$ cat config.mk
export PLATFORM = sky130hd
export DESIGN_NAME = iter_comparator
export DESIGN_NICKNAME = d
export VERILOG_FILES = /design/src/rtl/iter_comparator.sv
export SDC_FILE = /design/constraint.sdc
export NUM_CORES = 1
export LEC_CHECK = 0
export BUFFER_PORTS_ARGS = -buffer_cell sky130_fd_sc_hd__buf_2
export CORE_MARGIN = 1
export CORE_UTILIZATION = 55
export CTS_CLUSTER_SIZE = 25
export DETAILED_ROUTE_END_ITERATION = 6
export PLACE_DENSITY_LB_ADDON = 0.12
export SLEW_MARGIN = 20
export SYNTH_ARGS = -nofsm -noshare
export SYNTH_HDL_FRONTEND = slang
export SYNTH_SLANG_ARGS = --single-unit
$ cat constraint.sdc
create_clock -name clk -period 5.45 [get_ports clk]
set_input_delay 0.2725 -clock clk [delete_from_list [all_inputs] [get_ports clk]]
set_output_delay 0.2725 -clock clk [all_outputs]
set_load 0.01 [all_outputs]
$ cat src/rtl/iter_comparator.sv
// iter_comparator
// Multi-cycle RISC-V branch comparator. Operands are scanned CHUNK bits per
// cycle from the most significant chunk downwards. The scan stops at the
// first chunk that differs, so the latency depends on the data. Requests
// and results each use a valid/ready handshake.

module iter_comparator #(
    parameter int WIDTH = 32,
    parameter int CHUNK = 8
) (
    input  logic             clk,
    input  logic             rst_n,
    input  logic             in_valid,
    output logic             in_ready,
    input  logic [WIDTH-1:0] a_val,
    input  logic [WIDTH-1:0] b_val,
    input  logic [2:0]       ctrl,
    output logic             out_valid,
    input  logic             out_ready,
    output logic             result
);

    localparam int NCHUNK = WIDTH / CHUNK;
    localparam int KW     = (NCHUNK > 1) ? $clog2(NCHUNK) : 1;
    localparam logic [KW-1:0] K_TOP  = KW'(NCHUNK - 1);
    localparam logic [KW-1:0] K_ZERO = KW'(0);
    localparam logic [KW-1:0] K_ONE  = KW'(1);

    // Operands must split into a whole number of chunks.
    generate
        if ((CHUNK < 1) || (WIDTH % CHUNK != 0)) begin : g_bad_chunk
            $error("iter_comparator: WIDTH must be a non-zero multiple of CHUNK");
        end
    endgenerate

    // funct3 encodings of the branch conditions
    localparam logic [2:0] F3_EQ  = 3'b000;
    localparam logic [2:0] F3_NE  = 3'b001;
    localparam logic [2:0] F3_LT  = 3'b100;
    localparam logic [2:0] F3_GE  = 3'b101;
    localparam logic [2:0] F3_LTU = 3'b110;
    localparam logic [2:0] F3_GEU = 3'b111;

    typedef enum logic [1:0] {
        IDLE = 2'b00,
        SCAN = 2'b01,
        DONE = 2'b10
    } state_e;

    state_e           state_q,  state_d;
    logic [KW-1:0]    k_q,      k_d;
    logic [WIDTH-1:0] a_q,      a_d;
    logic [WIDTH-1:0] b_q,      b_d;
    logic [2:0]       ctrl_q,   ctrl_d;
    logic             result_q, result_d;

    logic [CHUNK-1:0] chunk_a_s;
    logic [CHUNK-1:0] chunk_b_s;
    logic             signed_op_s;
    logic             legal_s;

    // Extracts chunk k. For signed compares, the sign bit of the top chunk
    // is flipped so that an unsigned compare orders two's-complement values.
    function automatic logic [CHUNK-1:0] get_chunk(
        input logic [WIDTH-1:0] v,
        input logic [KW-1:0]    k,
        input logic             flip_msb
    );
        logic [CHUNK-1:0] c;
        c = v[k*CHUNK +: CHUNK];
        if (flip_msb && (k == K_TOP)) begin
            c[CHUNK-1] = ~c[CHUNK-1];
        end
        return c;
    endfunction

    // True for the six defined branch conditions.
    function automatic logic is_legal(input logic [2:0] f3);
        logic ok;
        case (f3)
            F3_EQ, F3_NE, F3_LT, F3_GE, F3_LTU, F3_GEU: ok = 1'b1;
            default:                                    ok = 1'b0;
        endcase
        return ok;
    endfunction

    // Maps the equal / less-than outcome onto the requested condition.
    function automatic logic map_result(
        input logic [2:0] f3,
        input logic       eq,
        input logic       lt
    );
        logic r;
        case (f3)
            F3_EQ:            r = eq;
            F3_NE:            r = ~eq;
            F3_LT,  F3_LTU:   r = lt;
            F3_GE,  F3_GEU:   r = ~lt;
            default:          r = 1'b0;
        endcase
        return r;
    endfunction

    // Select the current chunk of each operand. Signed ops use a flipped top bit.
    always_comb begin
        signed_op_s = (ctrl_q[2:1] == 2'b10);
        legal_s     = is_legal(ctrl_q);
        chunk_a_s   = get_chunk(a_q, k_q, signed_op_s);
        chunk_b_s   = get_chunk(b_q, k_q, signed_op_s);
    end

    // Next-state logic: accept, scan one chunk per cycle, then hold the result.
    always_comb begin
        state_d  = state_q;
        k_d      = k_q;
        a_d      = a_q;
        b_d      = b_q;
        ctrl_d   = ctrl_q;
        result_d = result_q;
        case (state_q)
            IDLE: begin
                if (in_valid) begin
                    a_d     = a_val;
                    b_d     = b_val;
                    ctrl_d  = ctrl;
                    k_d     = K_TOP;
                    state_d = SCAN;
                end else begin
                    state_d = IDLE;
                end
            end
            SCAN: begin
                if (!legal_s) begin
                    result_d = 1'b0;
                    state_d  = DONE;
                end else if (chunk_a_s != chunk_b_s) begin
                    // The first differing chunk decides the ordering.
                    result_d = map_result(ctrl_q, 1'b0, (chunk_a_s < chunk_b_s));
                    state_d  = DONE;
                end else if (k_q != K_ZERO) begin
                    k_d     = k_q - K_ONE;
                    state_d = SCAN;
                end else begin
                    // Every chunk matched, so the operands are equal.
                    result_d = map_result(ctrl_q, 1'b1, 1'b0);
                    state_d  = DONE;
                end
            end
            DONE: begin
                if (out_ready) begin
                    state_d = IDLE;
                end else begin
                    state_d = DONE;
                end
            end
            default: begin
                state_d = IDLE;
            end
        endcase
    end

    // State and datapath registers. Reset drops any request in flight.
    always_ff @(posedge clk) begin
        if (!rst_n) begin
            state_q  <= IDLE;
            k_q      <= K_TOP;
            a_q      <= '0;
            b_q      <= '0;
            ctrl_q   <= 3'b000;
            result_q <= 1'b0;
        end else begin
            state_q  <= state_d;
            k_q      <= k_d;
            a_q      <= a_d;
            b_q      <= b_d;
            ctrl_q   <= ctrl_d;
            result_q <= result_d;
        end
    end

    // Outputs decode only registered state, so no input reaches them combinationally.
    assign in_ready  = (state_q == IDLE);
    assign out_valid = (state_q == DONE);
    assign result    = result_q;

endmodule

==> flow_summary.ini <==
[setup_path]
reg2regPathDepth = 9
arrival_ns = 3.11
crit_start = k_q[1]
r2r_slack_ns = 2.63
worstSetupEndpoint = result
r2r_start = k_q[1]
worstSetupPathType = flip-flop to flip-flop
critPathLaunchType = flip-flop
endpoint_kind = flip-flop
r2r-end = result
crit_required_ns = 5.74
critical_path.max_fanout = 19

[detailed_routing]
drc_errors = 0
drt_first_pass_iters = 4
vias = 2706
viasPerCell = 5.23
final_antenna_net_count = 0
drtIter0Drc = 217
wl_per_cell_um = 14.0
routed_wirelength_mm = 7.26

[global_route]
grt_pass1_vias = 2516
grt_max_degree = 75
grt_antenna_before_repair = 0
grt_overflow = 0
grt_use_total = 0.249
grt_pass1_wl_mm = 12.0

[floorplan]
die_height_um = 80.7
core-area_um2 = 5960
die_area_um2 = 6520
start_util = 0.572
fp-row-count = 28
io_pins = 74
die_x_um = 80.7

[synth]
ys_ff_latch = 72
synth_fp_nets = 460
synth-xor-area-share = 0.00514
seq_area_frac_synth = 0.423
synth_simple_gate_area_share = 0.200
synth_cells = 379
avgSynthCellArea_um2 = 9.00
synthMuxAreaShare = 0.109
synth_compound_area_frac = 0.175
synth_cell_type_count = 38
synthesis.area_um2 = 3410
yosys.area_share.adder = 0.0367
yosysWarningCount = 0
synth_top_family_by_area = simple AND/OR/NAND/NOR gates

[pwr]
seqPwrFrac = 0.487
p_int_mw = 0.886
leakage_nw = 1.67
p_sw_mw = 0.327
pwr-share-clk = 0.357
peakVddDrop_uv = 220
combinationalPowerShare = 0.156
p_per_area_nw_per_um2 = 307
finalPower_mw = 1.21
p_sw_frac = 0.270

[min_path]
hold_path_class = primary input to flip-flop
hold_start = a_val[17]

[finish]
final_nets = 518
areaGrowthSynthToFinish_pct = 15.8
fillers = 537
drive_above_1_share = 0.260
diodes = 0

[sta]
worst_clock_skew_ns = 0.00619
report.final.slew_viol_count = 0
tightest_slew_ns = 0.840
slew_headroom = 0.439
finalHoldViolCount = 0
fin_crit_sh = 0.517
post-route-min-period_ns = 2.82
finalSetupTns_ns = 0
fmax_ghz = 0.355
setup_viol = 0
rsz0062_at_grt = no

[flow_run]
drv_cap = 0

[clock_tree]
cts-buffers-inserted = 9
ctsLongestPathBuffers = 2
clock_sinks = 72
cts.reportedPaths.clkPinSlew_ns = 0.08
hold_buffers = 0
cts_root_buffer = clkbuf_8
ctsResizeCount = 0
cts_tree = yes
htreeDepth = 3
post_cts_buffers = 0
clkLatencyLatePin_ns = 0.34

[place]
dpl.hpwl_mm = 4.92
place_congestion = 0.890
io_buffers = 73

[status]
status = completed
## synth_stat cells, drive strengths merged
cell type  count  area (um2)
nand2        140         526
dfxtp         72        1440
a21boi        69         518
buf           16        91.3
mux4          16         360
clkbuf        11        51.3
ha            10         125
inv            9        33.8
nor2           7        28.8
a21oi          3        15.0
nand3b         3        35.0
and2b          2        16.3
nand4          2        18.8
nor2b          2        12.5
or3            2        12.5
a2111oi        1        15.0
a31oi          1        6.26
and2           1        6.26
and3           1        6.26
mux2           1        11.3
nand2b         1        6.26
nand3          1        5.00
nand4b         1        8.76
o211ai         1        7.51
o21ai          1        5.00
o311ai         1        8.76
o41a           1        11.3
o41ai          1        8.76
xnor2          1        8.76
xor2           1        8.76
## how the worst min path moves through the flow
stage / end / slack, ns / depth (start not counted)
floorplan: a_q[10] / 0.41 / 2
global placement: a_q[22] / 0.44 / 2
detailed placement: a_q[25] / 0.44 / 2
CTS: a_q[16] / 0.15 / 3
global route: a_q[12] / 0.16 / 3
finish: a_q[17] / 0.16 / 3
## cell type report
class / instances / area [um2] / area share
well taps: 75 / 93.8 / 0.0238
flip-flops and latches: 72 / 1440 / 0.365
clock buffers: 11 / 151 / 0.0383
inverters: 9 / 33.8 / 0.00856
multi-input cells: 271 / 1800 / 0.455
clock inverters: 5 / 55.1 / 0.0139
repair buffers: 74 / 375 / 0.0951
## layout by cell type (no fill, tap or decap), types with 2 or more instances in the layout
cell | netlist | final
nand2_1 | 140 | 139
buf_2 | 7 | 72
dfxtp_1 | 72 | 71
a21boi_0 | 49 | 49
a21boi_1 | 20 | 20
mux4_2 | 16 | 16
clkbuf_8 | 1 | 11
ha_1 | 10 | 10
inv_1 | 9 | 9
nor2_1 | 6 | 6
a21oi_1 | 3 | 3
nor2b_1 | 2 | 2
nand3b_1 | 2 | 2
or3_1 | 2 | 2
clkinvlp_4 | 0 | 2
clkinv_2 | 0 | 2
buf_4 | 6 | 2
## critical path, cell delays in order (launching register included)
cell and delay [ns]:
dfxtp_1 0.87, ha_1 0.27, nand3b_1 0.13, xor2_1 0.20, ha_1 0.33, nand4_2 0.14
o41ai_1 0.44, a31oi_1 0.14, o41a_1 0.16, nand2_1 0.06
## routing by layer
layer  global-route usage  wire [um]  vias up
li1                     -          -     1383
met2                0.374       3270       71
met5                    0          0        -
met1                0.354       3550     1241
met4                0.107         97        0
met3               0.0404        341       11
## sequential cells by signal, indices dropped and copies added (netlist names)
register	flops
result	1
ctrl_q	3
a_q	32
b_q	32
state_q	2
k_q	2
## power by group through the flow
stage          combinational [mW]  clock [mW]  sequential, mW
2_1_floorplan               0.144           0           0.591
3_3_place_gp                0.185           0           0.601
3_5_place_dp                0.191           0           0.603
4_1_cts                     0.192       0.439           0.591
5_1_grt                     0.216       0.465           0.596
6_report                    0.190       0.433           0.591
## cell families (layout without fill, tap and decap cells)
kind of cell               after synthesis  after routing
DFF                                     72             72
AOI/OAI and AO/OA                       79             79
and+or+nand+nor                        163            163
muxes                                   17             17
buffers and inverters                   36             99
adders and majority gates               10             10
xor gates and xnor gates                 2              2
## per-stage QoR
| step | setup slack (ns) | instances | hold WS [ns] | utilization | area, um2 |
|---|---|---|---|---|---|
| global route | 2.34 | 517 | 0.164 | 0.663 | 3950 |
| floorplan | 2.98 | 379 | 0.407 | - | 3410 |
| global placement | 2.31 | 501 | 0.442 | 0.628 | 3740 |
| finish | 2.63 | 517 | 0.164 | 0.663 | 3950 |
| detailed placement | 2.22 | 501 | 0.444 | 0.628 | 3740 |
| CTS | 2.19 | 517 | 0.149 | 0.662 | 3940 |
(Power assumes the default switching activity.)
